==> config.mk <==
export PLATFORM = sky130hd
export DESIGN_NAME = bcd_scan_decoder
export DESIGN_NICKNAME = d
export VERILOG_FILES = /design/src/rtl/bcd_scan_decoder.sv
export SDC_FILE = /design/constraint.sdc
export NUM_CORES = 1
export LEC_CHECK = 0
export ABC_CLOCK_PERIOD_IN_PS = 2400
export CORE_MARGIN = 10
export CORE_UTILIZATION = 44
export CTS_CLUSTER_SIZE = 30
export DETAILED_ROUTE_END_ITERATION = 10
export GPL_TIMING_DRIVEN = 0
export PLACE_DENSITY = 0.81
export SLEW_MARGIN = 20
export SYNTH_ARGS = -nofsm -noshare
export SYNTH_HDL_FRONTEND = slang
export SYNTH_SLANG_ARGS = --single-unit
==> constraint.sdc <==
create_clock -name clk -period 2.4 [get_ports clk]
set_input_delay 0.36 -clock clk [delete_from_list [all_inputs] [get_ports clk]]
set_output_delay 0.36 -clock clk [all_outputs]
set_load 0.02 [all_outputs]
==> src/rtl/bcd_scan_decoder.sv <==
// ---------------------------------------------------------------------------
// bcd_scan_decoder
// Captures a frame of packed BCD digits and presents the digits one at a time,
// each held for SCAN_DIV cycles, as a one-hot decimal decode with a matching
// one-hot digit select. Invalid codes (10..15) are flagged per digit and
// remembered across the frame. Optional continuous mode rescans a freshly
// captured frame without a new load.
//
// Ports
//   clk       system clock, rising edge
//   rst_n     asynchronous active-low reset
//   load      start request (honoured only in IDLE and not during done)
//   cont      continuous mode: recapture bcd_in and rescan at frame end
//   bcd_in    packed BCD frame, digit 0 in bits [3:0], scanned first
//   dec_out   one-hot decode of the presented digit (0 for invalid / idle)
//   dig_sel   one-hot select of the presented digit, 0 when idle
//   err       presented digit code is 10..15
//   err_seen  sticky invalid flag for the current or last frame
//   busy      scanning
//   done      one-cycle pulse at each frame completion
// ---------------------------------------------------------------------------
module bcd_scan_decoder #(
    parameter int unsigned DIGITS   = 4,
    parameter int unsigned SCAN_DIV = 4
) (
    input  logic                  clk,
    input  logic                  rst_n,
    input  logic                  load,
    input  logic                  cont,
    input  logic [4*DIGITS-1:0]   bcd_in,
    output logic [9:0]            dec_out,
    output logic [DIGITS-1:0]     dig_sel,
    output logic                  err,
    output logic                  err_seen,
    output logic                  busy,
    output logic                  done
);

    localparam int unsigned FRAME_W = 4 * DIGITS;
    // A single-digit frame still gets a 1-bit index so the select logic stays uniform.
    localparam int unsigned DIG_W   = (DIGITS > 1) ? $clog2(DIGITS) : 1;
    localparam int unsigned DIV_W   = $clog2(SCAN_DIV);
    localparam logic [DIG_W-1:0] DIG_LAST = DIG_W'(DIGITS - 1);
    localparam logic [DIV_W-1:0] DIV_LAST = DIV_W'(SCAN_DIV - 1);

    typedef enum logic [0:0] {
        IDLE = 1'b0,
        SCAN = 1'b1
    } state_e;

    state_e               state_q, state_d;
    logic [FRAME_W-1:0]   frame_q, frame_d;
    logic [DIV_W-1:0]     div_q,   div_d;
    logic [DIG_W-1:0]     dig_q,   dig_d;
    logic [9:0]           dec_q,   dec_d;
    logic [DIGITS-1:0]    sel_q,   sel_d;
    logic                 err_q,   err_d;
    logic                 seen_q,  seen_d;
    logic                 busy_q,  busy_d;
    logic                 done_q,  done_d;

    // Presentation path for the digit shown after the next edge.
    logic                 show;
    logic                 clr_seen;
    logic [FRAME_W-1:0]   src;
    logic [DIG_W-1:0]     idx;
    logic [3:0]           code;
    logic                 invalid;

    // Next-state, counters and registered-output decode
    always_comb begin
        state_d  = state_q;
        frame_d  = frame_q;
        div_d    = div_q;
        dig_d    = dig_q;
        done_d   = 1'b0;
        show     = 1'b0;
        clr_seen = 1'b0;
        src      = frame_q;
        idx      = dig_q;
        code     = 4'd0;
        dec_d    = '0;
        sel_d    = '0;

        case (state_q)
            IDLE: begin
                // A load coinciding with the done cycle is dropped.
                if (load && !done_q) begin
                    state_d  = SCAN;
                    frame_d  = bcd_in;
                    div_d    = '0;
                    dig_d    = '0;
                    src      = bcd_in;
                    idx      = '0;
                    show     = 1'b1;
                    clr_seen = 1'b1;
                end
            end
            SCAN: begin
                show = 1'b1;
                if (div_q == DIV_LAST) begin
                    div_d = '0;
                    if (dig_q == DIG_LAST) begin
                        done_d = 1'b1;
                        dig_d  = '0;
                        idx    = '0;
                        if (cont) begin
                            // Wrap: present digit 0 of the newly captured frame.
                            frame_d  = bcd_in;
                            src      = bcd_in;
                            clr_seen = 1'b1;
                        end else begin
                            state_d = IDLE;
                            show    = 1'b0;
                        end
                    end else begin
                        dig_d = dig_q + 1'b1;
                        idx   = dig_q + 1'b1;
                    end
                end else begin
                    div_d = div_q + 1'b1;
                end
            end
        endcase

        for (int i = 0; i < int'(DIGITS); i++) begin
            if (idx == DIG_W'(i)) begin
                code = src[4*i +: 4];
            end
            sel_d[i] = show && (idx == DIG_W'(i));
        end

        invalid = (code > 4'd9);
        for (int n = 0; n < 10; n++) begin
            dec_d[n] = show && (code == 4'(n));
        end

        err_d  = show && invalid;
        seen_d = (seen_q && !clr_seen) || (show && invalid);
        busy_d = (state_d == SCAN);
    end

    // State and output registers
    always_ff @(posedge clk or negedge rst_n) begin
        if (!rst_n) begin
            state_q <= IDLE;
            frame_q <= '0;
            div_q   <= '0;
            dig_q   <= '0;
            dec_q   <= '0;
            sel_q   <= '0;
            err_q   <= 1'b0;
            seen_q  <= 1'b0;
            busy_q  <= 1'b0;
            done_q  <= 1'b0;
        end else begin
            state_q <= state_d;
            frame_q <= frame_d;
            div_q   <= div_d;
            dig_q   <= dig_d;
            dec_q   <= dec_d;
            sel_q   <= sel_d;
            err_q   <= err_d;
            seen_q  <= seen_d;
            busy_q  <= busy_d;
            done_q  <= done_d;
        end
    end

    assign dec_out  = dec_q;
    assign dig_sel  = sel_q;
    assign err      = err_q;
    assign err_seen = seen_q;
    assign busy     = busy_q;
    assign done     = done_q;

endmodule

==> flow_summary.ini <==
[outcome]
run_status = finished with violations
violations = negative hold slack

[logic_synthesis]
synth_flop_cell = dfrtp_1
yosysMostFrequentCell = dfrtp_1
ys_warn_count = 0
yosysTopAreaCell = dfrtp_1
synth_fa_ha_area_share_pct = 1.526
yosys.area_share.simple_pct = 17.39
synth_nets = 144
ys_types = 34
synthArstFlopShare_pct = 100.0
avgSynthCellArea_um2 = 13.45
ys_seq_area_share_pct = 57.97
synth_compound_area_share_pct = 5.492
ys_ff_latch = 38
synthTopCellsByArea = dfrtp_1 (58%), mux2_2 (8.9%), nor3_1 (3.1%)
synth_edf_count = 0
synth_top_cell_area_share_pct = 57.97
synth_xor_area_share_pct = 0
synthesis.area_mm2 = 0.001640
yosys-top-cells-count = dfrtp_1 (38), mux2_2 (13), nor2_1 (11)
synthCells = 122
synth_top_family_by_area = simple AND/OR/NAND/NOR gates
synthMuxAreaShare_pct = 14.87

[sta]
relSlewSlack_pct = 71.57
rsz0062_at_grt = true
tightest_slew_ns = 0.4264
final_hold_viol_count = 5
fin_ws_ns = 0.01502
finalSetupViolations = 0
tns_ns = 0
finalMaxSlewViolations = 0
fin_crit_sh_pct = 99.37
worst_clock_skew_ns = 0.003976
period_minus_slack_ns = 2.385
fin_hold_ws_ns = -0.003075
fmax_mhz = 419.3

[clock_tree]
insertion_delay_ns = 0.29
cts_tree = yes
cts_buffer_depth = 2
cts_buffers = 5
cts_num_sinks = 38
root_buffer = clkbuf_8
cts-htree-levels = 2
clk_pin_slew_ns = 0.07
cts_hold_buffers = 0

[global_routing]
grt_pass1_vias = 1287
grt_overflow = 0
grt_max_degree = 23
grt_pass1_wl_um = 6161
grt_use_total_pct = 12.50
antenna_found_initial = 0

[floorplanning]
start_util_pct = 45.14
die_h_um = 81.06
num_io_pins = 38
fp-row-count = 22
core_mm2 = 0.003633
die-area_mm2 = 0.006570
die_w_um = 81.06

[power_and_ir_drop]
ir_worst_vdd_mv = 0.7686
switching_share_pct = 38.70
p_switching_w = 0.001399
combPwrFrac_pct = 60.4
p_seq_share_pct = 27.2
pwr-share-clk_pct = 12.4
cellPowerDensity_mw_per_mm2 = 1532
p_int_w = 0.002216
p_leak_nw = 1.021

[flow_run]
cap_violations = 0

[route]
drc_errors = 0
first_pass_iters = 4
drt_iter0_markers = 67
vias = 1144
via_per_inst = 5.018
wire_per_inst_um = 16.45
drt_wl_total_um = 3751
ant_nets = 0

[layout]
antenna_cells = 0
drive_gt1_share_pct = 36.11
multi_input_comb_area_um2 = 714.4
syn_to_final_growth_pct = 43.86
seq_area_um2 = 953.4
final_nets = 201
utilization_pct = 64.94
fillers = 282

[place]
place.gp.congestion = 0.7467
place_hpwl_um = 2599
port_buffers = 37
place_ws_ns = -0.4937

[worst_setup_path]
required_ns = 2.64
cp.arrival_ns = 2.62
critPathKind = reg -> reg
start_kind = flip-flop
crit_fanout = 7
endpoint_kind = flip-flop

[min_path]
hp-class = in -> async
==> cell type report <==
type / instances / area share (%)
repair buffers: 50 / 20.73
clock buffers: 7 / 3.659
multi-input cells: 77 / 30.28
well taps: 48 / 2.545
inverters: 4 / 0.7423
plain buffers: 3 / 1.432
flip-flops and latches: 38 / 40.40
clock inverters: 1 / 0.2121
==> critical path: stages, from the launching register on <==
cell and delay [ns]:
dfrtp_1 0.42, ha_4 0.20, nor3b_4 0.15, o21ai_2 0.14, a21boi_4 0.26, buf_6 0.16
nor3_1 0.05, or4_4 0.57, a211oi_4 0.28, a21o_1 0.11
==> layout by cell type (no fill, tap or decap), drive strengths merged <==
cell type and instances:
nand2 3, or3 5, mux2i 3, a21o 1, nand4 3, nor2b 4, mux2 18, o21ai 3
clkdlybuf4s50 35, and3 1, clkbuf 7, dfrtp 38, a211oi 1, nor3 10, a21boi 1, nor2 11
a22oi 1, inv 4, nor3b 1, dlygate4sd2 1, and4 1, nand3 1, buf 17, or2 2
nand2b 3, ha 2, clkinv 1, or4 2
==> routing by layer <==
metal / up-vias / share of wire (%) / track usage [%]
met2: 29 / 53 / 23.01
met1: 568 / 39 / 12.34
met3: 6 / 6.7 / 4.636
li1: 541 / - / -
met4: 0 / 1.6 / 5.190
met5: - / 0 / 0
==> worst paths after layout <==
path | slack, ns | end | depth (start not counted) | from
worst min register to register | 0.50 | err_seen$_DFF_PN0_ | 1 | err_seen$_DFF_PN0_
worst max register to register | 0.02 | err_seen$_DFF_PN0_ | 9 | div_q[1]$_DFFE_PN0P_
max in group asynchronous | 1.95 | busy$_DFF_PN0_ | 2 | rst_n
worst max-delay path | 0.02 | err_seen$_DFF_PN0_ | 9 | div_q[1]$_DFFE_PN0P_
min in group clk | 0.50 | err_seen$_DFF_PN0_ | 1 | err_seen$_DFF_PN0_
worst min-delay path | -0.003 | dig_sel[1]$_DFF_PN0_ | 1 | rst_n
==> through the flow <==
step	power, W	hold slack (ns)	std cells	instance area, um2
6_report	0.003615	-0.003075	228	2360
4_1_cts	0.003423	0.0009815	226	2300
5_1_grt	0.003888	0.01487	228	2360
2_1_floorplan	0.002279	0.06441	122	1652
3_3_place_gp	0.002652	0.4719	207	2082
3_5_place_dp	0.002750	0.3218	208	2105
==> flip-flops by register name, indices dropped and copies added, names as in the netlist <==
name      flops
div_q         2
err           1
dig_q         2
busy          1
dec_out      10
frame_q      16
dig_sel       4
done          1
err_seen      1
==> cell families after synthesis <==
kind of cell | Yosys count
AND/OR/NAND/NOR | 47
buffers and inverters | 7
AO/OA/AOI/OAI | 7
flip-flops | 38
multiplexers | 21
adder cells (fa/ha/maj) | 2
==> power by group through the flow <==
stage	clock (W)	sequential, W	combinational, W
2_1_floorplan	0	0.00105	0.00123
3_3_place_gp	0	0.000979	0.00167
3_5_place_dp	0	0.000994	0.00176
4_1_cts	0.000458	0.000977	0.00199
5_1_grt	0.000496	0.00101	0.00238
6_report	0.000448	0.000985	0.00218
==> what timing repair did <==
item | in CTS | in global routing
pin swaps | 5 | 2
endpoints found under the setup margin | 9 | 8
cloned | 0 | 0
setup buffers | 10 | 2
resized for setup | 9 | 8
No activity file was read; power rests on OpenSTA's default activity.
